<file path="src/rtl/muldiv_pkg.sv">
// Shared encodings for the EX-stage multiply/divide unit.
package muldiv_pkg;
  localparam int DEFAULT_WIDTH = 32;
  localparam int DEFAULT_CNT_W = 6;

  typedef enum logic [1:0] {
    OP_MULTU = 2'b00,
    OP_DIVU  = 2'b01,
    OP_MULT  = 2'b10,
    OP_DIV   = 2'b11
  } muldivOp_e;

  typedef enum logic [1:0] {
    S_IDLE = 2'b00,
    S_CALC = 2'b01,
    S_FIX  = 2'b10,
    S_DONE = 2'b11
  } muldivState_e;
endpackage

</file>
<file path="src/rtl/ex_muldiv_signfix.sv">
// Combinational sign handling for signed MULT/DIV: operand magnitudes in,
// sign-corrected {HI,LO} out. Only instantiated when MULDIV_SIGNED_EN is set.
module ex_muldiv_signfix
  import muldiv_pkg::*;
#(
  parameter int WIDTH = DEFAULT_WIDTH
) (
  input  logic [WIDTH-1:0]   rsVal,
  input  logic [WIDTH-1:0]   rtVal,
  input  logic [2*WIDTH-1:0] resIn,
  input  logic               resIsDiv,
  input  logic               negRes,
  input  logic               negRem,
  output logic [WIDTH-1:0]   absRs,
  output logic [WIDTH-1:0]   absRt,
  output logic               rsNeg,
  output logic               rtNeg,
  output logic [2*WIDTH-1:0] resOut
);
  logic [WIDTH-1:0] quot;
  logic [WIDTH-1:0] rem;

  always_comb begin
    rsNeg = rsVal[WIDTH-1];
    rtNeg = rtVal[WIDTH-1];
    absRs = rsNeg ? -rsVal : rsVal;
    absRt = rtNeg ? -rtVal : rtVal;
    quot  = negRes ? -resIn[WIDTH-1:0] : resIn[WIDTH-1:0];
    rem   = negRem ? -resIn[2*WIDTH-1:WIDTH] : resIn[2*WIDTH-1:WIDTH];
    resOut = resIn;
    // Divide keeps HI/LO as independent remainder/quotient; multiply negates the full product.
    if (resIsDiv) resOut = {rem, quot};
    else if (negRes) resOut = -resIn;
  end
endmodule

</file>
<file path="src/rtl/ex_muldiv_unit.sv">
// Iterative shift-add multiplier / restoring divider holding HI/LO for the EX stage.
// Signed MULT/DIV handling is enabled by defining MULDIV_SIGNED_EN.
module ex_muldiv_unit
  import muldiv_pkg::*;
#(
  parameter int WIDTH = DEFAULT_WIDTH,
  parameter int CNT_W = DEFAULT_CNT_W
) (
  input  logic             clk,
  input  logic             rst,
  input  logic             start,
  input  logic [1:0]       op,
  input  logic [WIDTH-1:0] rs_in,
  input  logic [WIDTH-1:0] rt_in,
  input  logic             flush,
  output logic             busy,
  output logic             done,
  output logic             div_zero,
  output logic [WIDTH-1:0] hi_out,
  output logic [WIDTH-1:0] lo_out
);
  // Handshake: start is only honoured in IDLE with flush low; the issuing
  // stage must keep start low while busy is high. done pulses once per result.
  muldivState_e       state;
  logic [CNT_W-1:0]   cnt;
  logic [2*WIDTH-1:0] acc;
  logic [WIDTH-1:0]   opnd;
  logic               isDiv;
  logic               rtZero;
  logic               busyQ;
  logic               doneQ;
  logic               divZeroQ;
  logic [WIDTH-1:0]   hiQ;
  logic [WIDTH-1:0]   loQ;

  logic [WIDTH-1:0]   latchA;
  logic [WIDTH-1:0]   latchB;
  logic [2*WIDTH-1:0] accNext;
  logic [WIDTH:0]     mulSum;
  logic [WIDTH:0]     remTrial;
  logic [WIDTH:0]     remDiff;

`ifdef MULDIV_SIGNED_EN
  logic               signedOp;
  logic               negRes;
  logic               negRem;
  logic [WIDTH-1:0]   absRs;
  logic [WIDTH-1:0]   absRt;
  logic               rsNeg;
  logic               rtNeg;
  logic [2*WIDTH-1:0] fixedAcc;

  ex_muldiv_signfix #(.WIDTH(WIDTH)) uSignfix (
    .rsVal    (rs_in),
    .rtVal    (rt_in),
    .resIn    (acc),
    .resIsDiv (isDiv),
    .negRes   (negRes),
    .negRem   (negRem),
    .absRs    (absRs),
    .absRt    (absRt),
    .rsNeg    (rsNeg),
    .rtNeg    (rtNeg),
    .resOut   (fixedAcc)
  );

  assign latchA = op[1] ? absRs : rs_in;
  assign latchB = op[1] ? absRt : rt_in;
`else
  logic unusedOpSign;
  assign unusedOpSign = op[1];
  assign latchA = rs_in;
  assign latchB = rt_in;
`endif

  // acc holds {product} for multiply and {rem, quot} for divide.
  always_comb begin
    mulSum   = {1'b0, acc[2*WIDTH-1:WIDTH]} + {1'b0, opnd};
    remTrial = acc[2*WIDTH-1:WIDTH-1];
    remDiff  = remTrial - {1'b0, opnd};
    if (isDiv) begin
      // Partial remainder stays below 2*divisor, so the sign bit of the
      // WIDTH+1-bit difference is a valid restore decision.
      if (!remDiff[WIDTH]) accNext = {remDiff[WIDTH-1:0], acc[WIDTH-2:0], 1'b1};
      else                 accNext = {acc[2*WIDTH-2:0], 1'b0};
    end else begin
      if (acc[0]) accNext = {mulSum, acc[WIDTH-1:1]};
      else        accNext = {1'b0, acc[2*WIDTH-1:1]};
    end
  end

  always_ff @(posedge clk or negedge rst) begin
    if (!rst) begin
      state    <= S_IDLE;
      cnt      <= '0;
      acc      <= '0;
      opnd     <= '0;
      isDiv    <= 1'b0;
      rtZero   <= 1'b0;
      busyQ    <= 1'b0;
      doneQ    <= 1'b0;
      divZeroQ <= 1'b0;
      hiQ      <= '0;
      loQ      <= '0;
`ifdef MULDIV_SIGNED_EN
      signedOp <= 1'b0;
      negRes   <= 1'b0;
      negRem   <= 1'b0;
`endif
    end else begin
      doneQ <= 1'b0;
      if (flush && state != S_IDLE) begin
        state <= S_IDLE;
        busyQ <= 1'b0;
      end else begin
        case (state)
          S_IDLE: begin
            if (start && !flush) begin
              acc    <= {{WIDTH{1'b0}}, latchA};
              opnd   <= latchB;
              isDiv  <= op[0];
              rtZero <= (rt_in == '0);
              cnt    <= '0;
              busyQ  <= 1'b1;
              state  <= S_CALC;
`ifdef MULDIV_SIGNED_EN
              signedOp <= op[1];
              // A zero divisor keeps the all-ones quotient un-negated.
              negRes   <= op[1] & (rsNeg ^ rtNeg) & ~(op[0] & (rt_in == '0));
              negRem   <= op[1] & rsNeg;
`endif
            end
          end
          S_CALC: begin
            acc <= accNext;
            cnt <= cnt + CNT_W'(1);
            if (cnt == CNT_W'(WIDTH - 1)) begin
`ifdef MULDIV_SIGNED_EN
              state <= signedOp ? S_FIX : S_DONE;
`else
              state <= S_DONE;
`endif
            end
          end
`ifdef MULDIV_SIGNED_EN
          S_FIX: begin
            acc   <= fixedAcc;
            state <= S_DONE;
          end
`endif
          S_DONE: begin
            hiQ   <= acc[2*WIDTH-1:WIDTH];
            loQ   <= acc[WIDTH-1:0];
            doneQ <= 1'b1;
            busyQ <= 1'b0;
            if (isDiv) divZeroQ <= rtZero;
            state <= S_IDLE;
          end
          default: state <= S_IDLE;
        endcase
      end
    end
  end

  assign busy     = busyQ;
  assign done     = doneQ;
  assign div_zero = divZeroQ;
  assign hi_out   = hiQ;
  assign lo_out   = loQ;
endmodule

</file>
<file path="config.mk">
export PLATFORM = sky130hd
export DESIGN_NAME = ex_muldiv_unit
export DESIGN_NICKNAME = d
export VERILOG_FILES = /design/src/rtl/muldiv_pkg.sv /design/src/rtl/ex_muldiv_signfix.sv /design/src/rtl/ex_muldiv_unit.sv
export SDC_FILE = /design/constraint.sdc
export NUM_CORES = 1
export LEC_CHECK = 0
export BUFFER_PORTS_ARGS = -buffer_cell sky130_fd_sc_hd__buf_2
export CAP_MARGIN = 20
export CORE_ASPECT_RATIO = 0.9
export CORE_UTILIZATION = 40
export DETAILED_ROUTE_END_ITERATION = 8
export PLACE_DENSITY = 0.61
export SLEW_MARGIN = 15
export SYNTH_ARGS = -nofsm -noshare
export SYNTH_HDL_FRONTEND = slang
export SYNTH_SLANG_ARGS = --single-unit
export TNS_END_PERCENT = 10
</file>
<file path="constraint.sdc">
create_clock -name clk -period 3.72 [get_ports clk]
set_clock_uncertainty 0.2 [all_clocks]
set_input_delay 0.186 -clock clk [delete_from_list [all_inputs] [get_ports clk]]
set_output_delay 0.186 -clock clk [all_outputs]
set_load 0.1 [all_outputs]
</file>
# Word level (Yosys, flattened, before mapping)

Index checks and enable logic that the tools add are counted.

Bits in registers: 173
Bits of input ports: 70

Reduce and logical (&&, ||, !) cells: 14
Multiplexer cells: 16
Eq/ne operators: 6
Bitwise operators: 1
Add/subtract/negate cells: 3

Operators with widths:

| operator                                                              | number |
|---|---|
| 64-bit 2-to-1 mux                                                     | 4 |
| 64-bit case mux with 2 select lines                                   | 1 |
| 32-bit by 32-bit adder with 33-bit output                             | 1 |
| 33-bit by 32-bit subtractor with 33-bit output                        | 1 |
| 32-bit logical NOT                                                    | 1 |
| 6-bit case mux with 2 select lines                                    | 1 |
| 3-bit AND reduction                                                   | 3 |
| 6-bit by 1-bit adder with 6-bit output, second input constant         | 1 |
| 6-bit by 5-bit equality test with 1-bit output, second input constant | 1 |
| 2-bit 2-to-1 mux                                                      | 3 |
| 6-bit 2-to-1 mux                                                      | 1 |
| 3-bit inequality test, second input constant                          | 2 |
| 2-bit AND reduction                                                   | 3 |
| 1-bit 2-to-1 mux                                                      | 4 |
| 2-bit case mux with 2 select lines                                    | 1 |
| 2-bit nonzero test                                                    | 2 |
| 3-bit nonzero test                                                    | 1 |
| 2-bit by 1-bit equality test with 1-bit output, second input constant | 1 |
| 2-bit equality test, second input constant                            | 1 |
| 1-bit logical AND                                                     | 2 |
| 2-bit logical NOT                                                     | 1 |
| 2-bit inequality test, second input constant                          | 1 |
| 1-bit case mux with 2 select lines                                    | 1 |
| 1-bit logical NOT                                                     | 1 |
| 1-bit inverter                                                        | 1 |

# Depth between registers and ports, before layout

Word-level depth: 5
Gate-level depth with buffers: 14
Mapped depth without buffers: 12

# Worst setup path before layout

No wires, ideal clock.

Path type: register to register
From: register acc[31]
To: register acc[47]
Cell stages (with the launch flop): 15
Data arrival time: 2.816 ns
Period minus slack after synthesis: 3.153 ns
Path slack: 0.567 ns
Cells stage by stage: dfrtp_1 > inv_1 > ha_1 > fa_1 > nand2b_1 > a21oi_1 > o211ai_1 > a31oi_2 > o22ai_2 > and3b_1 > buf_6 > nor3_4 > buf_6 > mux2i_1 > o221ai_1

Cells in the longest elaborated chain, start to end: 4

Ends and longest elaborated chain:

| element                                        | RTL line              | source |
|---|---|---|
| from (decl)                                    | ex_muldiv_unit.sv:26  | `logic [2*WIDTH-1:0] acc;` |
| from (signal assigned)                         | ex_muldiv_unit.sv:119 | `acc <= {{WIDTH{1'b0}}, latchA};` |
| from (signal assigned)                         | ex_muldiv_unit.sv:135 | `acc <= accNext;` |
| 33-bit by 32-bit subtractor with 33-bit output | ex_muldiv_unit.sv:80  | `remDiff = remTrial - {1'b0, opnd};` |
| 64-bit 2-to-1 mux                              | ex_muldiv_unit.sv:84  | `if (!remDiff[WIDTH]) accNext = {remDiff[WIDTH-1:0], acc[WIDTH-2:0], 1'b1};` |
| 64-bit 2-to-1 mux                              | ex_muldiv_unit.sv:81  | `if (isDiv) begin` |
| 64-bit case mux with 2 select lines            | ex_muldiv_unit.sv:116 | `case (state)` |

Every way passes these cells.
A chain may end at the register's enable or synchronous reset.

# Worst setup path after layout

From: register opnd[0]
To: register acc[43]

Cells in the longest elaborated chain, start to end: 4

Ends and longest elaborated chain:

| element                                                                                                            | RTL line                                   | source |
|---|---|---|
| from (decl)                                                                                                        | ex_muldiv_unit.sv:27                       | `logic [WIDTH-1:0] opnd;` |
| from (signal assigned)                                                                                             | ex_muldiv_unit.sv:120                      | `opnd <= latchB;` |
| 33-bit by 32-bit subtractor with 33-bit output / 32-bit by 32-bit adder with 33-bit output (equally long branches) | ex_muldiv_unit.sv:80, ex_muldiv_unit.sv:78 |  |
| 64-bit 2-to-1 mux, on equally long branches                                                                        | ex_muldiv_unit.sv:84, ex_muldiv_unit.sv:87 |  |
| 64-bit 2-to-1 mux *                                                                                                | ex_muldiv_unit.sv:81                       |  |
| 64-bit case mux with 2 select lines *                                                                              | ex_muldiv_unit.sv:116                      |  |

Every way passes the cells marked *; elsewhere a longest branch is shown, timed or not.

==> out/qor.csv <==
metric,value,unit
outcome,finished clean,
muxShareOfSynthArea,4.107,%
drv_cap,0,
slowest_stage,dfrtp_1,
rsz0062_at_grt,no,
drt-initial-drc-count,849,
n_fill_cell,2726,
viasPerCell,5.588,
synthCells,1383,
gr-total-overflow,0,
power_density,744.0,nW/µm²
vias,10813,
postSynth.asyncResetShare,100.0,%
cts_tree,done,
yosys-top-cells-area,"dfrtp_1 (38%), nand2_1 (9.9%), ha_1 (7.1%)",
port_buffers,135,
totalPowerFinal,10.38,mW
dpl.hpwl,25160,µm
critPathMaxStageDelay,0.41,ns
timing.final.crit_share,95.42,%
clk_pin_slew,0.09,ns
r2r-start,opnd[0]$_DFFE_PN0P_,
p_leak,6.845,nW
core_area,28080,µm²
fin_crit,3.550,ns
grt_pass1_wl,57060,µm
startpoint_type,flip-flop,
antenna_found_initial,0,
worst_pin_slew,0.8572,ns
critical_path_class,reg2reg,
cts_buffers,17,
synth_edf_count,0,
dr.pass1.iters,5,
root_buffer,clkbuf_16,
clockBufferDepth,2,
yosysUniqueCellTypes,74,
gr-usage-all-layers,24.70,%
synth_top_family_by_area,compound AO/OA/AOI/OAI gates,
ys_warn_count,0,
setup_viol,0,
yosysSeqAreaShare,37.59,%
vdd_drop_max,0.0003680,V
ios,137,
synth-compound-area-share,23.42,%
die-area,29470,µm²
synthAdderAreaFrac,7.410,%
wire_per_inst,18.50,µm
hold_path.class,in2async,
crit_path_start,opnd[0]$_DFFE_PN0P_,
die_width,180.9,µm
hold_slack,0.1019,ns
worstPathRequired,3.86,ns
fp.dieH,163.0,µm
crit_chain,ha_1 > fa_1 > nand2b_1 > a21oi_2 > o211ai_1 > a31oi_2 > o22ai_2 > and3b_2 > buf_12 > nor4_1 > o21ai_0 > a32o_1,
synth-seq-cells,173,
arrival,3.69,ns
cp_max_fo,11,
fmax,0.2817,GHz
ys.flop_type,dfrtp_1,
drc,0,
synth_xor_area_share,3.575,%
ff2ff_setup_slack,0.17,ns
end_kind,flip-flop,
cts_num_sinks,173,
syn_avg_cell_area,8.327,µm²
htree_levels,4,
setup_slack,0.1704,ns
num_rows,58,
grt_pass1_vias,10380,
fin_util,49.68,%
start_util,41.01,%
slew_viol_final,0,
slew_headroom,42.33,%
antenna_left,0,
area_growth,21.15,%
timing.setup.tns,0,ns
pre_cts_slack,0.1093,ns
finalHoldViolCount,0,
synth_top_area_share,37.59,%
synthSimpleGateAreaFrac,18.87,%
final_nets,1699,
synth_fp_nets,1520,
grt_max_degree,85,
routed_wl,35800,µm
worstSetupEndpoint,acc[43]$_DFFE_PN0P_,
multi_input_area,6631,µm²
r2r-end,acc[43]$_DFFE_PN0P_,
clk_latency,0.46,ns
ff2ff_path_depth,12,
diodes,0,
gp_congestion,0.9052,
seqCellArea,4330,µm²
synth_top_area_cell,dfrtp_1,
layout-drive-gt1-share,14.79,%
syn_area,11520,µm²
-- critical path, delay by kind of cell (launching register included) --
kind / cells / cell delay (ns)
and+or+nand+nor: 3 / 0.80
AOI/OAI and AO/OA: 6 / 1.19
adders and majority gates: 2 / 0.63
buffers and inverters: 1 / 0.17
DFF: 1 / 0.41
-- power by group --
group          switching, mW  total (mW)  internal (mW)
clock                  0.963        1.95          0.989
sequential             0.444        2.65           2.21
combinational           3.40        5.77           2.38
-- registers in the layout (all words and copies together) (netlist names) --
signal and flops:
acc 64, hi_out 32, lo_out 32, opnd 32, cnt 6, state 2
busy 1, div_zero 1, done 1, isDiv 1, rtZero 1
-- cells in the final DEF, fill, tap and decap left out, drive strengths merged, types with 15 or more instances in the layout --
cell,n
inv,72
dlygate4sd3,67
nand3,15
mux2i,45
buf,169
clkbuf,17
o21ai,99
nor2,86
a211oi,27
xnor2,33
o211ai,17
ha,65
a21oi,96
dfrtp,173
nand2,303
o31ai,23
a21o,35
nand4,22
-- area by class of cell --
class / instances / area share, %
Clock buffer: 17 / 3.049
Sequential cell: 173 / 31.04
Multi-Input combinational cell: 1069 / 47.53
Timing Repair Buffer: 236 / 11.88
Inverter: 65 / 1.749
Clock inverter: 15 / 1.525
Tap cell: 360 / 3.228
-- cells by family (layout without fill, tap and decap cells) --
group                    count (synthesis)  count (layout)
AO/OA/AOI/OAI                          406             406
XOR/XNOR                                47              47
adder cells (fa/ha/maj)                 67              67
buffers and inverters                  141             333
flip-flops                             173             173
multiplexers                            47              47
AND/OR/NAND/NOR                        502             502
-- timing repair --
action / 4_1_cts / 5_1_grt
gates resized for setup: 0 / 4
setup buffers: 0 / 1
hold buffers: 67 / 0
endpoints found under the hold margin: 136 / 0
setup endpoints to repair: 0 / 23
-- synth_stat cells, types with 3 or more instances --
cell type	n
nor3b_1	4
nand4_1	22
a221o_1	11
nor2_1	86
and3_1	3
a31oi_1	13
o21ai_0	97
or2_2	5
o31ai_1	22
nor3_1	8
nor2b_1	10
nand2_1	303
clkbuf_1	55
a211oi_1	27
inv_1	65
or3_1	7
xnor2_1	33
and4_1	4
o21bai_1	9
dfrtp_1	173
buf_1	7
nand3_1	15
nor4_1	13
a2111oi_0	4
a32o_1	12
o22ai_1	5
mux2i_1	45
a22o_1	5
and2_1	3
buf_6	3
a21oi_1	94
a21o_1	34
o21a_1	14
nand2b_1	12
a21boi_0	4
o221ai_1	8
xor2_1	14
ha_1	65
buf_2	8
o211ai_1	17
-- layer usage --
| layer | track usage, % | wire length [µm] |
|---|---|---|
| met3 | 3.891 | 1736 |
| met4 | 6.566 | 601 |
| met2 | 38.73 | 16040 |
| met5 | 0 | 0 |
| met1 | 35.29 | 17420 |
-- through the flow --
stage               instances  cell area (µm²)
floorplan                1383            11520
global placement         1835            12630
detailed placement       1835            12630
CTS                      1934            13940
global route             1935            13950
finish                   1935            13950
-- worst min path at each step --
stage                                   endpoint  depth (start not counted)
after floorplan               acc[0]$_DFFE_PN0P_                          0
after global placement    lo_out[22]$_DFFE_PN0P_                          1
after detailed placement  lo_out[22]$_DFFE_PN0P_                          1
after CTS                       busy$_DFFE_PN0P_                          5
after global routing      lo_out[22]$_DFFE_PN0P_                          2
final                     lo_out[22]$_DFFE_PN0P_                          2
Power figures use the tool's default switching activity.
